**config.mk**
```make
export PLATFORM = sky130hd
export DESIGN_NAME = dsm_mix_mod
export DESIGN_NICKNAME = d
export VERILOG_FILES = /design/src/rtl/dsm_mix_mod.sv
export SDC_FILE = /design/constraint.sdc
export NUM_CORES = 1
export LEC_CHECK = 0
export CORE_ASPECT_RATIO = 0.7
export CORE_MARGIN = 3
export CORE_UTILIZATION = 42
export DETAILED_ROUTE_END_ITERATION = 8
export PLACE_DENSITY = 0.62
export SYNTH_ARGS = -nofsm -noshare
export SYNTH_HDL_FRONTEND = slang
export SYNTH_SLANG_ARGS = --single-unit
```
**constraint.sdc**
```tcl
create_clock -name clock -period 6.48 [get_ports clock]
set_clock_uncertainty 0.05 [all_clocks]
set_input_delay 1.944 -clock clock [delete_from_list [all_inputs] [get_ports clock]]
set_output_delay 1.944 -clock clock [all_outputs]
set_load 0.01 [all_outputs]
```
**src/rtl/dsm_mix_mod.sv**
```systemverilog
// Zero-order-hold interpolator, 3-level LO mixer and second-order 3-level
// delta-sigma modulator driving a 2-bit pwm symbol stream.
module dsm_mix_mod #(
  parameter int W   = 20,
  parameter int OSR = 4,
  parameter int AW  = W + 4
) (
  input  logic         clock,
  input  logic         reset,
  input  logic         enable,
  input  logic [1:0]   lo_mode,
  input  logic [W-1:0] in_data,
  input  logic         in_valid,
  output logic         in_ready,
  input  logic         clr_flags,
  output logic [1:0]   pwm,
  output logic         underrun,
  output logic         overload
);

  localparam int CW = $clog2(OSR);
  localparam int SW = AW + 2;
  localparam logic [CW-1:0] OSR_LAST = CW'(OSR - 1);

  localparam logic [1:0] LO_ZERO = 2'b00;
  localparam logic [1:0] LO_POS  = 2'b01;
  localparam logic [1:0] LO_NEG  = 2'b11;

  localparam logic signed [AW-1:0] I_MAX = {1'b0, {(AW-1){1'b1}}};
  localparam logic signed [AW-1:0] I_MIN = {1'b1, {(AW-1){1'b0}}};
  localparam logic signed [SW-1:0] S_MAX = {2'b00, I_MAX};
  localparam logic signed [SW-1:0] S_MIN = {2'b11, I_MIN};
  localparam logic signed [SW-1:0] FB_ONE = {{(SW-W){1'b0}}, 1'b1, {(W-1){1'b0}}};
  localparam logic signed [AW-1:0] THR_P = {{(AW-W+1){1'b0}}, 1'b1, {(W-2){1'b0}}};
  localparam logic signed [AW-1:0] THR_N = -THR_P;

  logic [CW-1:0]          osr_cnt_q;
  logic [1:0]             lo_cnt_q;
  logic [1:0]             mode_q;
  logic signed [W-1:0]    hold_q;
  logic signed [AW-1:0]   i1_q, i2_q, i1_d, i2_d;
  logic [1:0]             pwm_q, pwm_d;
  logic                   underrun_q, overload_q;
  logic [1:0]             lo_val;
  logic signed [W:0]      hold_ext, mix;
  logic signed [SW-1:0]   fb, sum1, sum2;
  logic                   clamp1, clamp2;

  // Gated by reset so in_ready drops together with the async reset.
  assign in_ready = reset && enable && (osr_cnt_q == OSR_LAST);

  always_comb begin
    lo_val = LO_ZERO;
    case (mode_q)
      2'd0:    lo_val = LO_POS;
      2'd1:    lo_val = lo_cnt_q[0] ? LO_NEG : LO_POS;
      2'd2:    lo_val = lo_cnt_q[0] ? (lo_cnt_q[1] ? LO_NEG : LO_POS) : LO_ZERO;
      default: lo_val = LO_ZERO;
    endcase
  end

  // One extra bit so negating the most negative sample stays exact.
  assign hold_ext = {hold_q[W-1], hold_q};

  always_comb begin
    mix = '0;
    case (lo_val)
      LO_POS:  mix = hold_ext;
      LO_NEG:  mix = -hold_ext;
      default: mix = '0;
    endcase
  end

  always_comb begin
    fb = '0;
    case (pwm_q)
      2'b01:   fb = FB_ONE;
      2'b10:   fb = -FB_ONE;
      default: fb = '0;
    endcase
  end

  assign sum1 = {{2{i1_q[AW-1]}}, i1_q} + {{(SW-W-1){mix[W]}}, mix} - fb;
  assign sum2 = {{2{i2_q[AW-1]}}, i2_q} + {{2{i1_q[AW-1]}}, i1_q} - fb;

  always_comb begin
    clamp1 = 1'b0;
    i1_d   = sum1[AW-1:0];
    if (sum1 > S_MAX) begin
      i1_d   = I_MAX;
      clamp1 = 1'b1;
    end else if (sum1 < S_MIN) begin
      i1_d   = I_MIN;
      clamp1 = 1'b1;
    end
  end

  always_comb begin
    clamp2 = 1'b0;
    i2_d   = sum2[AW-1:0];
    if (sum2 > S_MAX) begin
      i2_d   = I_MAX;
      clamp2 = 1'b1;
    end else if (sum2 < S_MIN) begin
      i2_d   = I_MIN;
      clamp2 = 1'b1;
    end
  end

  always_comb begin
    pwm_d = 2'b00;
    if (i2_q >= THR_P)      pwm_d = 2'b01;
    else if (i2_q <= THR_N) pwm_d = 2'b10;
  end

  always_ff @(posedge clock or negedge reset) begin
    if (!reset) begin
      osr_cnt_q  <= OSR_LAST;
      lo_cnt_q   <= 2'd0;
      mode_q     <= 2'd0;
      hold_q     <= '0;
      i1_q       <= '0;
      i2_q       <= '0;
      pwm_q      <= 2'b00;
      underrun_q <= 1'b0;
      overload_q <= 1'b0;
    end else if (!enable) begin
      // Flush everything but the sticky flags; the LO mode tracks the input.
      osr_cnt_q <= OSR_LAST;
      lo_cnt_q  <= 2'd0;
      mode_q    <= lo_mode;
      hold_q    <= '0;
      i1_q      <= '0;
      i2_q      <= '0;
      pwm_q     <= 2'b00;
    end else begin
      osr_cnt_q <= (osr_cnt_q == OSR_LAST) ? '0 : osr_cnt_q + CW'(1);
      lo_cnt_q  <= lo_cnt_q + 2'd1;
      if (lo_cnt_q == 2'd3) mode_q <= lo_mode;
      if (in_ready) hold_q <= in_valid ? in_data : '0;
      i1_q       <= i1_d;
      i2_q       <= i2_d;
      pwm_q      <= pwm_d;
      underrun_q <= (in_ready && !in_valid) || (underrun_q && !clr_flags);
      overload_q <= clamp1 || clamp2 || (overload_q && !clr_flags);
    end
  end

  assign pwm      = pwm_q;
  assign underrun = underrun_q;
  assign overload = overload_q;

endmodule

```
# Word-level counts from Yosys, hierarchy flattened

Cells that the tools add are included.

Register bits after elaboration: 78
Input port bits: 27
Output and inout port bits: 5
Logic and storage cells: 70

Add/sub/neg operators: 7
Magnitude comparators: 6
Equality and inequality tests: 10
Mux-type cells: 27
Reduce and logical (&&, ||, !) cells: 11

Operator list:

| operator             | count |
|---|---|
| $mux 24              | 6 |
| $mux 20              | 3 |
| $gt 26x24->1 const B | 2 |
| $lt 26x24->1 const B | 2 |
| $pmux 26 s2          | 1 |
| $sub 26x26->26       | 2 |
| $pmux 21 s2          | 1 |
| $add 24x21->25       | 1 |
| $add 24x24->25       | 1 |
| $ge 24x20->1 const B | 1 |
| $le 24x19->1 const B | 1 |
| $mux 2               | 11 |
| $neg 20->21          | 1 |
| $eq 2x2->1 const B   | 5 |
| $eq 2x1->1 const B   | 3 |
| $pmux 2 s3           | 1 |
| $logic_and 1x1->1    | 5 |
| $add 2x1->2 const B  | 2 |
| $mux 1               | 4 |
| $ne 2x1->1 const B   | 2 |
| $logic_or 1x1->1     | 3 |
| $logic_not 1->1      | 2 |
| $logic_not 2->1      | 1 |

# Logic depth before layout (Yosys ltp)

Depth after elaboration: 12
Gate-level depth with buffers: 28
Mapped depth without buffers: 26

# Least setup slack after synthesis

No wires, ideal clock.

Path type: register to register
Start point: reg hold_q[8]
End point: reg i1_q[15]
Setup time: 0.137 ns
Arrival: 5.675 ns
Data required time: 6.293 ns
Path slack: 0.618 ns
Stages on the path, launching flop included: 25
Buffers on the path: 2
Period minus slack after synthesis: 5.862 ns
Path through: dfrtp_1 -> or3_4 -> or4_4 -> or4b_4 -> nor4_1 -> or3_1 -> a21oi_1 -> ha_1 -> inv_1 -> o21bai_1 -> a221o_1 -> a31oi_1 -> o21ai_0 -> a21oi_1 -> xnor2_1 -> ha_1 -> nor2b_1 -> o21a_1 -> or2_2 -> clkbuf_1 -> a211o_1 -> mux2_2 -> o221ai_1 -> clkbuf_1 -> o21ai_0

Word-level cells in the longest chain between the ends: 8
Elaborated cells between the ends (all ways): 9
Those cells by class: add/sub (3); order compare (2); mux (4)

Ends and longest elaborated chain:

| what                     | line | text |
|---|---|---|
| start: declaration       | 40   | `logic signed [W-1:0] hold_q;` |
| start signal: assignment | 140  | `if (in_ready) hold_q <= in_valid ? in_data : '0;` |
| $neg 20->21              | 69   | `LO_NEG: mix = -hold_ext;` |
| $pmux 21 s2 (*)          | 67   | `case (lo_val)` |
| $add 24x21->25 (*)       | 83   | `assign sum1 = {{2{i1_q[AW-1]}}, i1_q} + {{(SW-W-1){mix[W]}}, mix} - fb;` |
| $sub 26x26->26 (*)       | 83   |  |
| $lt 26x24->1             | 92   | `end else if (sum1 < S_MIN) begin` |
| $mux 24                  | 92   |  |
| $mux 24 (*)              | 89   | `if (sum1 > S_MAX) begin` |
| $mux 24 (*)              | 127  | `end else if (!enable) begin` |
| end signal: assignment   | 141  | `i1_q <= i1_d;` |
| end: declaration         | 41   | `logic signed [AW-1:0] i1_q, i2_q, i1_d, i2_d;` |

Mark *: on every way between the ends. The rest lies on a longest branch, timed or not.
A chain may end at the register's enable or synchronous reset.

# Worst setup path after layout

Start point: reg hold_q[8]
End point: reg i1_q[12]

The elaborated chain is that of the path after synthesis.

==> summary.txt <==
I/O Pins: 32
Layout Nets: 855
critical path endpoint category: register
unrepaired setup endpoints after global routing: yes
DP Area: 0.006882 mm²
area of the mapped netlist: 0.006355 mm²
Max Transition Viols Final: 0
CP dominant cell by count: o21ai_0
area leader, netlist: dfrtp_1
slowest stage delay, CP: 0.52 ns
GRT overflow: 0
IO Port Bufs: 31
Final Setup Violations: 0
total CTS buffers: 9
Synth Instances: 733
die width: 153.0 µm
crit start category: register
Routed WL per cell: 16.65 µm
antenna violations before repair: 0
H-tree depth: 3
pwr dens: 572.3 mW/mm²
worst-skew pair later-pin latency: 0.34 ns
CTS Buffer Depth: 2
Area contributors post-synth: dfrtp_1 30%, ha_1 13%, o21ai_0 6.8%
Synthesized Nets: 828
GR Util All Layers: 19.74%
number of global-route vias before repair: 5354
Placer Congestion: 0.8496
Tcrit/Tclk final: 93.62%
Worst-path clk slew: 0.06 ns
dpl cells: 939
flops & latches, synth: 78
clk root buf: clkbuf_16
min cycle time layout: 6.066 ns
FILL cells: 1310
Synth top area share: 29.93%
WP buf/inv: 2
number of synthesized flops with an enable pin: 0
setup bufs post-CTS: 0
Die Height: 108.9 µm
Die ar.: 0.01667 mm²
CP Class: reg2reg
row cnt: 36
worst hold margin: 0.4596 ns
sum of negative setup slack: 0 ns
crit path max fanout: 23
status: complete, no violations
DR vias: 5550
actual slew at the worst max-slew pin: 0.6608 ns
via-per-instance ratio: 5.812
Layout area overhead: 13.37%
dpl hpwl: 12360 µm
# clock sinks: 78
Relative slew margins: 55.55%
CTS tree: yes
Initial DRC Count: 300
cell at the slowest stage of the critical path: or4b_4
top_reg_cell synth: dfrtp_1
first-pass GRT wire length: 26770 µm
Antenna diodes: 0
Max Cap Violations: 0
share of cells above drive strength 1: 7.059%
post-synthesis average cell area: 8.670 µm²
antenna-violating nets left: 0
asr flop ratio synth: 100.0%
Synth warnings: 0
Final Hold Fails: 0
drt pass-1 iters: 5
Static Leak: 0.003217 µW
CP arrival: 6.21 ns
Top delay family on crit path: simple AND/OR/NAND/NOR gates
Required @ worst endpoint: 6.62 ns
synth unique cells: 74
DRC viols: 0
Starting Density: 44.23%
critical path cell sequence: or3_4 -> or4_4 -> or4b_4 -> nor4_1 -> o21ai_0 -> a21oi_1 -> ha_1 -> inv_1 -> o21bai_1 -> a221o_1 -> a31oi_2 -> o21ai_0 -> a21oi_1 -> xnor2_1 -> ha_1 -> nor2b_1 -> o21a_1 -> or2_2 -> a211o_1 -> mux2_2 -> o221ai_1 -> buf_4 -> o21ai_0
non-filler instance count after layout: 955
sequential area share after synthesis: 30.75%
largest net degree at the start of global routing: 52
Worst Hold Class: reg2reg
wirelength, routed: 15900 µm
Final Cell Area: 0.007204 mm²
FMAX: 0.1648 GHz
core area: 0.01437 mm²
Worst VDD drop: 0.3491 mV
Final Power: 4123 µW
[layer usage]
layer  global-route usage, %  wire [µm]
met2                   29.84       6745
met5                       0          0
met4                   3.624        119
met1                   30.08       8389
met3                   3.134        645
[per-stage QoR]
step | setup WS [ns] | utilization [%]
5_1_grt | 0.0009202 | 50.14
3_3_place_gp | 0.2976 | 47.89
6_report | 0.4136 | 50.14
3_5_place_dp | 0.3200 | 47.89
4_1_cts | 0.2444 | 49.93
2_1_floorplan | 0.6181 | -
[final timing paths]
check,slack [ns],start,cells after the start,end
worst max register to register,0.41,hold_q[8]$_DFFE_PN0P_,23,i1_q[12]$_DFF_PN0_
worst min register to register,0.46,i2_q[23]$_DFF_PN0_,1,pwm[0]$_DFF_PN0_
worst max-delay path,0.41,hold_q[8]$_DFFE_PN0P_,23,i1_q[12]$_DFF_PN0_
worst min-delay path,0.46,i2_q[23]$_DFF_PN0_,1,pwm[0]$_DFF_PN0_
max in group asynchronous,3.75,reset,3,hold_q[4]$_DFFE_PN0P_
min in group asynchronous,1.63,reset,2,i2_q[20]$_DFF_PN0_
[Yosys cell counts, types with 3 or more instances]
master,count
o21a_1,7
nand2b_1,15
o2111ai_1,3
o31ai_1,5
inv_1,32
fa_1,4
a211oi_1,7
o21bai_1,10
a21o_1,20
o221ai_1,4
or2_2,6
nor2_1,59
and3_1,7
and2_1,5
a22o_1,21
or3_1,8
ha_1,64
a21oi_1,56
a31oi_1,6
nor2b_1,11
a2111oi_0,5
mux2i_1,3
dfrtp_1,76
a221oi_1,3
a21boi_0,3
nor4_1,7
nand3_1,20
nor3_1,11
nand2_1,39
clkbuf_1,24
o21ai_0,86
xnor2_1,30
or4_1,3
xor2_1,23
[where the power goes]
part	leakage, µW	switching (µW)	total (µW)	internal, µW
logic	0.00208	1620	2780	1170
registers	0.000995	156	836	680
clock network	0.000140	205	504	299
total	0.00322	1980	4120	2150
[flip-flops by register name (all words and copies together), names as in the netlist]
signal,count
i1_q,24
overload,1
underrun,1
pwm,2
mode_q,2
i2_q,24
osr_cnt_q,2
hold_q,20
lo_cnt_q,2
[layout make-up]
| cell class | instances | area, µm² | area share (%) |
|---|---|---|---|
| clock buffers | 11 | 232.7 | 3.230 |
| clock inverters | 5 | 60.06 | 0.8336 |
| inverters | 32 | 120.1 | 1.667 |
| multi-input cells | 597 | 4209 | 58.42 |
| flip-flops and latches | 78 | 1954 | 27.13 |
| well taps | 190 | 237.7 | 3.300 |
| repair buffers | 42 | 390.4 | 5.419 |
[logic make-up after synthesis]
group | count (synthesis) | synth area share, %
AOI/OAI and AO/OA | 261 | 26.32
and+or+nand+nor | 209 | 17.09
DFF | 78 | 30.75
adders and majority gates | 68 | 13.86
buffers and inverters | 58 | 3.485
xor gates and xnor gates | 53 | 7.305
muxes | 6 | 1.181
[worst reg2reg max path, cell delays in order, from the launching register on]
cell and delay, ns:
dfrtp_1 0.42, or3_4 0.41, or4_4 0.44, or4b_4 0.52, nor4_1 0.22, o21ai_0 0.12, a21oi_1 0.15, ha_1 0.30
inv_1 0.11, o21bai_1 0.09, a221o_1 0.36, a31oi_2 0.23, o21ai_0 0.11, a21oi_1 0.18, xnor2_1 0.13, ha_1 0.27
nor2b_1 0.14, o21a_1 0.20, or2_2 0.34, a211o_1 0.28, mux2_2 0.26, o221ai_1 0.18, buf_4 0.27, o21ai_0 0.16
[what timing repair did]
item                                    CTS  global route
resized for setup                         0             8
endpoints found under the hold margin     0             0
endpoints found under the setup margin    0            22
hold buffers                              0             0
[cells in the final DEF (no fill, tap or decap), types with 20 or more instances in the layout]
cell type and instances:
a22o_1 21, clkdlybuf4s50_1 30, ha_1 64, nand3_1 20, xor2_1 23, nor2_1 59, inv_1 32, dfrtp_1 76
xnor2_1 30, a21o_1 20, o21ai_0 86, a21oi_1 55, nand2_1 39
No activity file was read; power rests on OpenSTA's default activity.
